File: src/rtl/fft_pkg.sv
// -----------------------------------------------------------------------------
// fft_pkg
// Shared constants and helpers for the FFT datapath stages.
//   X_WDTH_DEF / TF_WDTH_DEF : default data / twiddle component widths.
//   TF_ADDR_WDTH_DEF         : default twiddle index width (16 twiddles).
//   M_WDTH_DEF               : default sideband message width.
//   tf_shift()               : Q-format shift for a twiddle width (1.0 = 2^(w-2)).
//   saturate()               : clamps a signed value to a w-bit signed range.
// -----------------------------------------------------------------------------
package fft_pkg;

    localparam int X_WDTH_DEF       = 12;
    localparam int TF_WDTH_DEF      = 12;
    localparam int TF_ADDR_WDTH_DEF = 4;
    localparam int M_WDTH_DEF       = 1;

    // Wide signed carrier used when a value is handed to the saturation helper.
    typedef logic signed [31:0] wide_t;

    // Twiddles are Q(w-2): one sign bit, one integer bit, w-2 fraction bits.
    function automatic int tf_shift(input int tf_wdth);
        return tf_wdth - 2;
    endfunction

    // Clamp v to [-2^(w-1), 2^(w-1)-1]. Callers detect saturation by comparing
    // the result against the original value.
    function automatic wide_t saturate(input wide_t v, input int w);
        wide_t hi;
        wide_t lo;
        hi = (wide_t'(1) <<< (w - 1)) - wide_t'(1);
        lo = -hi - wide_t'(1);
        if (v > hi) begin
            return hi;
        end else if (v < lo) begin
            return lo;
        end else begin
            return v;
        end
    endfunction

endpackage

File: src/rtl/butterfly_tf_cmult_pipe.sv
// -----------------------------------------------------------------------------
// cmult_pipe
// Two-stage pipelined complex multiply z = W * y with Q-format rescale.
//   clk    : clock, rising edge.
//   y_in   : {re, im} signed data, X_WDTH bits per component.
//   w_in   : {re, im} signed twiddle, TF_WDTH bits per component, Q(TF_WDTH-2).
//   z_out  : {re, im} signed product, X_WDTH+1 bits per component, valid two
//            clock edges after y_in/w_in are presented.
// Stage A registers the four full-width partial products; stage B registers
// the rescaled sums. No reset: validity is tracked by the caller.
// -----------------------------------------------------------------------------
module cmult_pipe
    import fft_pkg::*;
#(
    parameter int X_WDTH  = X_WDTH_DEF,
    parameter int TF_WDTH = TF_WDTH_DEF
) (
    input  logic                      clk,
    input  logic [2*X_WDTH-1:0]       y_in,
    input  logic [2*TF_WDTH-1:0]      w_in,
    output logic [2*(X_WDTH+1)-1:0]   z_out
);

    localparam int P_WDTH = X_WDTH + TF_WDTH;   // full product width
    localparam int S_WDTH = P_WDTH + 1;         // sum of two products
    localparam int Z_WDTH = X_WDTH + 1;         // rescaled result, |W| <= 1
    localparam int SHIFT  = tf_shift(TF_WDTH);

    logic signed [X_WDTH-1:0]  y_re;
    logic signed [X_WDTH-1:0]  y_im;
    logic signed [TF_WDTH-1:0] w_re;
    logic signed [TF_WDTH-1:0] w_im;

    assign y_re = y_in[2*X_WDTH-1:X_WDTH];
    assign y_im = y_in[X_WDTH-1:0];
    assign w_re = w_in[2*TF_WDTH-1:TF_WDTH];
    assign w_im = w_in[TF_WDTH-1:0];

    // Product slots: 0 = yr*wr, 1 = yi*wi, 2 = yr*wi, 3 = yi*wr.
    logic signed [P_WDTH-1:0] prod_d [4];
    logic signed [P_WDTH-1:0] prod_q [4];

    always_comb begin
        prod_d[0] = P_WDTH'(y_re) * P_WDTH'(w_re);
        prod_d[1] = P_WDTH'(y_im) * P_WDTH'(w_im);
        prod_d[2] = P_WDTH'(y_re) * P_WDTH'(w_im);
        prod_d[3] = P_WDTH'(y_im) * P_WDTH'(w_re);
    end

    genvar gi;
    generate
        for (gi = 0; gi < 4; gi++) begin : g_prod
            always_ff @(posedge clk) begin
                prod_q[gi] <= prod_d[gi];
            end
        end
    endgenerate

    logic signed [Z_WDTH-1:0] z_re_d;
    logic signed [Z_WDTH-1:0] z_im_d;
    logic signed [Z_WDTH-1:0] z_re_q;
    logic signed [Z_WDTH-1:0] z_im_q;

    // Sum at one extra bit, then drop the Q fraction with a flooring shift.
    // The narrowing cast keeps the low Z_WDTH bits, which hold the whole
    // value because the twiddle magnitude never exceeds one.
    always_comb begin
        z_re_d = Z_WDTH'((S_WDTH'(prod_q[0]) - S_WDTH'(prod_q[1])) >>> SHIFT);
        z_im_d = Z_WDTH'((S_WDTH'(prod_q[2]) + S_WDTH'(prod_q[3])) >>> SHIFT);
    end

    always_ff @(posedge clk) begin
        z_re_q <= z_re_d;
        z_im_q <= z_im_d;
    end

    assign z_out = {z_re_q, z_im_q};

endmodule

File: src/rtl/butterfly_tf.sv
// -----------------------------------------------------------------------------
// butterfly_tf
// Radix-2 DIT butterfly: out_x = (x + W*y)/2, out_y = (x - W*y)/2, with
// per-component saturation. Requests W from an external registered twiddle
// lookup and consumes its answer one cycle later. Latency 4, one sample/cycle.
//   clk, rst      : clock and synchronous active-high reset.
//   in_nd         : input sample valid.
//   in_addr       : twiddle index for this sample.
//   in_x, in_y    : complex {re, im} inputs, signed.
//   in_m          : sideband message, delayed unchanged to out_m.
//   tf_addr       : twiddle lookup address (= in_addr).
//   tf_addr_nd    : twiddle lookup strobe (= in_nd while not in reset).
//   tf_in         : twiddle {re, im} from the lookup, one cycle after strobe.
//   out_nd        : output valid.
//   out_x, out_y  : butterfly results {re, im}; hold while out_nd is low.
//   out_m         : message belonging to the current output.
//   out_ovf       : a component of this output saturated.
// -----------------------------------------------------------------------------
module butterfly_tf
    import fft_pkg::*;
#(
    parameter int X_WDTH       = X_WDTH_DEF,
    parameter int TF_WDTH      = TF_WDTH_DEF,
    parameter int TF_ADDR_WDTH = TF_ADDR_WDTH_DEF,
    parameter int M_WDTH       = M_WDTH_DEF
) (
    input  logic                    clk,
    input  logic                    rst,
    input  logic                    in_nd,
    input  logic [TF_ADDR_WDTH-1:0] in_addr,
    input  logic [2*X_WDTH-1:0]     in_x,
    input  logic [2*X_WDTH-1:0]     in_y,
    input  logic [M_WDTH-1:0]       in_m,
    output logic [TF_ADDR_WDTH-1:0] tf_addr,
    output logic                    tf_addr_nd,
    input  logic [2*TF_WDTH-1:0]    tf_in,
    output logic                    out_nd,
    output logic [2*X_WDTH-1:0]     out_x,
    output logic [2*X_WDTH-1:0]     out_y,
    output logic [M_WDTH-1:0]       out_m,
    output logic                    out_ovf
);

    localparam int Z_WDTH = X_WDTH + 1;

    // The lookup is addressed in the same cycle the sample arrives.
    assign tf_addr    = in_addr;
    assign tf_addr_nd = in_nd & ~rst;

    // ---------------- delay line: valid, x, m ----------------
    logic                v1_d, v2_d, v3_d, v4_d;
    logic                v1_q, v2_q, v3_q, v4_q;
    logic [2*X_WDTH-1:0] x1_d, x2_d, x3_d;
    logic [2*X_WDTH-1:0] x1_q, x2_q, x3_q;
    logic [2*X_WDTH-1:0] y1_d, y1_q;
    logic [M_WDTH-1:0]   m1_d, m2_d, m3_d;
    logic [M_WDTH-1:0]   m1_q, m2_q, m3_q;

    // ---------------- output registers ----------------
    logic [2*X_WDTH-1:0] out_x_d, out_x_q;
    logic [2*X_WDTH-1:0] out_y_d, out_y_q;
    logic [M_WDTH-1:0]   out_m_d, out_m_q;
    logic                out_ovf_d, out_ovf_q;

    // ---------------- stages 2-3: z = W * y ----------------
    logic [2*Z_WDTH-1:0] z_q;

    cmult_pipe #(
        .X_WDTH  (X_WDTH),
        .TF_WDTH (TF_WDTH)
    ) u_cmult (
        .clk   (clk),
        .y_in  (y1_q),
        .w_in  (tf_in),
        .z_out (z_q)
    );

    // ---------------- stage 4: add/sub, halve, saturate ----------------
    // Component 0 is the imaginary (lower) half, component 1 the real half.
    logic [X_WDTH-1:0] sum_c  [2];
    logic [X_WDTH-1:0] diff_c [2];
    logic [1:0]        ovf_c;

    genvar gi;
    generate
        for (gi = 0; gi < 2; gi++) begin : g_comp
            logic signed [X_WDTH-1:0] x_c;
            logic signed [Z_WDTH-1:0] z_c;
            logic signed [X_WDTH+1:0] half_sum;
            logic signed [X_WDTH+1:0] half_diff;
            wide_t                    sum_sat;
            wide_t                    diff_sat;

            // X_WDTH+2 bits holds x +/- z without wrap; the shift floors.
            always_comb begin
                x_c       = x3_q[gi*X_WDTH +: X_WDTH];
                z_c       = z_q[gi*Z_WDTH +: Z_WDTH];
                half_sum  = ((X_WDTH+2)'(x_c) + (X_WDTH+2)'(z_c)) >>> 1;
                half_diff = ((X_WDTH+2)'(x_c) - (X_WDTH+2)'(z_c)) >>> 1;
                sum_sat   = saturate(wide_t'(half_sum), X_WDTH);
                diff_sat  = saturate(wide_t'(half_diff), X_WDTH);
            end

            assign sum_c[gi]  = sum_sat[X_WDTH-1:0];
            assign diff_c[gi] = diff_sat[X_WDTH-1:0];
            assign ovf_c[gi]  = (sum_sat != wide_t'(half_sum)) |
                                (diff_sat != wide_t'(half_diff));
        end
    endgenerate

    // ---------------- next-state ----------------
    always_comb begin
        v1_d = in_nd;
        v2_d = v1_q;
        v3_d = v2_q;
        v4_d = v3_q;

        x1_d = in_x;
        y1_d = in_y;
        m1_d = in_m;
        x2_d = x1_q;
        m2_d = m1_q;
        x3_d = x2_q;
        m3_d = m2_q;

        // Results only update for valid samples so the outputs hold between them.
        out_x_d = out_x_q;
        out_y_d = out_y_q;
        out_m_d = out_m_q;
        if (v3_q) begin
            out_x_d = {sum_c[1], sum_c[0]};
            out_y_d = {diff_c[1], diff_c[0]};
            out_m_d = m3_q;
        end
        out_ovf_d = v3_q & (|ovf_c);
    end

    // Valid bits and outputs are reset; a reset empties the whole pipeline.
    always_ff @(posedge clk) begin
        if (rst) begin
            v1_q      <= 1'b0;
            v2_q      <= 1'b0;
            v3_q      <= 1'b0;
            v4_q      <= 1'b0;
            out_x_q   <= '0;
            out_y_q   <= '0;
            out_m_q   <= '0;
            out_ovf_q <= 1'b0;
        end else begin
            v1_q      <= v1_d;
            v2_q      <= v2_d;
            v3_q      <= v3_d;
            v4_q      <= v4_d;
            out_x_q   <= out_x_d;
            out_y_q   <= out_y_d;
            out_m_q   <= out_m_d;
            out_ovf_q <= out_ovf_d;
        end
    end

    // Data path registers load every cycle; validity lives in v1..v4.
    always_ff @(posedge clk) begin
        x1_q <= x1_d;
        y1_q <= y1_d;
        m1_q <= m1_d;
        x2_q <= x2_d;
        m2_q <= m2_d;
        x3_q <= x3_d;
        m3_q <= m3_d;
    end

    assign out_nd  = v4_q;
    assign out_x   = out_x_q;
    assign out_y   = out_y_q;
    assign out_m   = out_m_q;
    assign out_ovf = out_ovf_q;

endmodule

File: config.mk
export PLATFORM = sky130hd
export DESIGN_NAME = butterfly_tf
export DESIGN_NICKNAME = d
export VERILOG_FILES = /design/src/rtl/fft_pkg.sv /design/src/rtl/butterfly_tf_cmult_pipe.sv /design/src/rtl/butterfly_tf.sv
export SDC_FILE = /design/constraint.sdc
export NUM_CORES = 2
export LEC_CHECK = 0
export CAP_MARGIN = 20
export CORE_ASPECT_RATIO = 0.5
export CORE_UTILIZATION = 35
export CTS_CLUSTER_SIZE = 16
export DETAILED_ROUTE_END_ITERATION = 6
export PLACE_DENSITY = 0.49
export SYNTH_ARGS = -nofsm -noshare
export SYNTH_HDL_FRONTEND = slang
export SYNTH_SLANG_ARGS = --single-unit
File: constraint.sdc
create_clock -name clk -period 7.7 [get_ports clk]
set_input_delay 1.54 -clock clk [delete_from_list [all_inputs] [get_ports clk]]
set_output_delay 1.54 -clock clk [all_outputs]
set_load 0.1 [all_outputs]
==> flow_metrics.py <==
metrics = {
    "routing": {
        "vias": 21598,
        "wl_per_cell_um": 16.6,
        "drc": 0,
        "via_per_inst": 4.60,
        "drt_wl_total_um": 77700,
        "drt-initial-drc-count": 1134,
        "drtPass1Iterations": 5,
        "ant_nets": 0,
    },
    "worst_setup_path": {
        "slowest_stage": "clkdlybuf4s50_1",
        "endpoint_kind": "flip-flop",
        "arrival_ns": 7.29,
        "crit_path_frequent_cell": "fa_1",
        "cp-start-kind": "primary input",
        "cp_max_fo": 12,
        "cpPeakStageDelay_ns": 0.90,
        "critPathKind": "primary input to flip-flop",
        "path_cells": "clkdlybuf4s50_1, buf_4, nand2_1, fa_1, inv_1, fa_1, fa_1, fa_1, inv_1, fa_1, inv_1, ha_1, and3_1, o311ai_0, nand4_1, o311ai_0, buf_4, o211ai_1, and4_1, nor3_1",
        "crit_required_ns": 8.20,
    },
    "cells_and_area": {
        "multi_input_area_sq_um": 22600,
        "layout-drive-gt1-share_pct": 5.73,
        "areaGrowthSynthToFinish_pct": 12.4,
        "final_nets": 4388,
        "design_area_sq_um": 35400,
        "n_antenna_cell": 0,
        "fillers": 8883,
        "regArea_sq_um": 5430,
    },
    "synth": {
        "ys_ff_latch": 271,
        "synth_seq_area_share_pct": 17.2,
        "synth_warnings": 0,
        "synthTopCellsByArea": "fa_1 34%, dfxtp_1 17%, ha_1 11%, inv_1 8.9%, nand2_1 4.7%",
        "yosysTopAreaCell": "fa_1",
        "syn_area_sq_um": 31500,
        "synth_edf_count": 0,
        "synth_most_common_cell": "inv_1",
        "yosys-top-cells-count": "750 x inv_1, 540 x fa_1, 394 x nand2_1, 286 x ha_1, 271 x dfxtp_1",
        "postSynthCellCount": 3383,
        "async_flop_share_pct": 0,
        "synth_cell_types": 80,
        "synth_nets": 4289,
        "synthFlopType": "dfxtp_1",
        "netlist.area_leader.share_pct": 34.4,
        "postSynthAreaPerCell_sq_um": 9.30,
    },
    "worst_hold_path": {
        "holdCritPathClass": "flip-flop to flip-flop",
    },
    "place": {
        "routabilityCongestion": 0.832,
        "numPortBuffers": 127,
        "dpl.hpwl_um": 64500,
        "dpl_cell_area_sq_um": 34300,
    },
    "clock_tree": {
        "cts_hold_buf": 0,
        "cts_tree": "done",
        "cts_buffers": 31,
        "h-tree-depth": 1,
        "cts_resized": 0,
        "clk_path_buf_depth": 3,
        "cts_root_buffer": "clkbuf_16",
        "clock_latency_ns": 0.65,
        "post_cts_buffers": 0,
        "cts.sinks": 271,
        "clkTransAtPathRegs_ns": 0.07,
    },
    "power_and_ir_drop": {
        "internal-power_uw": 8520,
        "ir_drop_v": 0.000303,
        "powerDensity_nw_per_um2": 478,
        "switchingPower_uw": 8370,
        "seq_power_share_pct": 13.3,
        "finalPower_uw": 16900,
        "comb_power_share_pct": 77.4,
        "swShare_pct": 49.6,
        "p_leak_uw": 0.0171,
        "power_frac_clock_pct": 9.3,
    },
    "sta": {
        "fmax_mhz": 147,
        "finalMaxSlewViolations": 0,
        "rsz0062_at_grt": "false",
        "worstMarginPinSlew_ns": 1.11,
        "period_needed_ns": 6.79,
        "fin_skew_ns": 0.0367,
        "fin_setup_tns_ns": 0,
        "holdWs_ns": 0.323,
        "relSlewSlack_pct": 25.8,
        "finalSetupViolCount": 0,
        "fin_crit_sh_pct": 88.1,
        "hold_viol": 0,
    },
    "die": {
        "rows": 77,
        "start_util_pct": 35.5,
        "core-area_sq_um": 88600,
        "ioPinCount": 136,
        "die_y_um": 214,
        "die_area_sq_um": 91200,
        "die_w_um": 426,
    },
    "grt": {
        "grt-ovfl-total": 0,
        "track_usage_pct": 17.6,
        "antenna_found_initial": 5,
        "first_global_vias": 22936,
        "grt_pass1_wl_um": 127000,
        "grt_max_degree": 95,
    },
    "status": {
        "status": "finished clean",
    },
    "run": {
        "maxCapViolations": 0,
    },
}
==> sequential cells by signal (all words and copies together) (netlist names) <==
signal / count
out_nd: 1
u_cmult.prod_q: 92
x2_q: 24
u_cmult.z_re_q: 13
out_ovf: 1
y1_q: 24
m2_q: 1
v2_q: 1
out_y: 24
m1_q: 1
m3_q: 1
out_m: 1
v1_q: 1
out_x: 24
v3_q: 1
x1_q: 24
u_cmult.z_im_q: 13
x3_q: 24
==> per-layer routing <==
metal  part of all wire, %  track usage [%]  up-vias
met5                     0                0        -
met2                    44             27.3      344
met1                    49             25.9    10797
li1                      -                -    10391
met3                   5.4             3.21       66
met4                   1.6             2.89        0
==> critical path: cells and delay by family <==
family	cells	cell delay (ns)
adder cells (fa/ha/maj)	6	2.89
buffers and inverters	6	1.50
AND/OR/NAND/NOR	5	0.72
AO/OA/AOI/OAI	3	0.63
==> layout make-up <==
cell class	instances	share of cell area [%]
Clock buffer	35	2.32
Clock inverter	22	0.686
Inverter	751	7.97
Multi-Input combinational cell	2225	64.0
Sequential cell	271	15.4
Tap cell	1185	4.19
Timing Repair Buffer	202	5.51
==> placed cells by master, fill, tap and decap left out, types with 41 or more instances in the layout <==
cell and n:
clkdlybuf4s50_1 126, fa_1 540, a211oi_1 41, dfxtp_1 270, xnor2_1 129, and2_1 185, buf_4 64, nor2_1 172
nand2_1 394, inv_1 750, ha_1 286, a21oi_1 62
==> power groups by stage <==
stage / Clock [uW] / Sequential [uW] / Combinational [uW]
finish: 1580 / 2240 / 13100
global route: 1700 / 2270 / 14800
CTS: 1640 / 2240 / 13100
detailed placement: 0 / 2270 / 13100
global placement: 0 / 2270 / 12900
floorplan: 0 / 2160 / 9700
==> cells by family (layout without fill, tap and decap cells) <==
group	count (synthesis)	after routing	share of synthesized area [%]
buffers and inverters	887	1010	10.9
adder cells (fa/ha/maj)	870	870	47.2
flip-flops	271	271	17.2
AO/OA/AOI/OAI	282	282	6.50
XOR/XNOR	165	165	4.62
AND/OR/NAND/NOR	902	902	13.4
multiplexers	6	6	0.191
==> per-stage QoR <==
stage	worst slack (ns)	instances	utilization, %
finish	0.913	4691	39.9
CTS	0.988	4690	39.9
floorplan	1.29	3383	-
global placement	0.439	4631	38.7
detailed placement	0.284	4633	38.7
global route	0.683	4691	39.9
==> worst paths after layout <==
check,startpoint,to,slack [ns],depth (start not counted)
setup reg to reg,y1_q[20],u_cmult.prod_q[2][21],1.63,18
hold / removal,x2_q[6],x3_q[6],0.32,0
hold reg to reg,x2_q[6],x3_q[6],0.32,0
setup / recovery,tf_in[18],u_cmult.prod_q[0][22],0.91,20
Note: power is estimated with default switching activity, not from simulation.
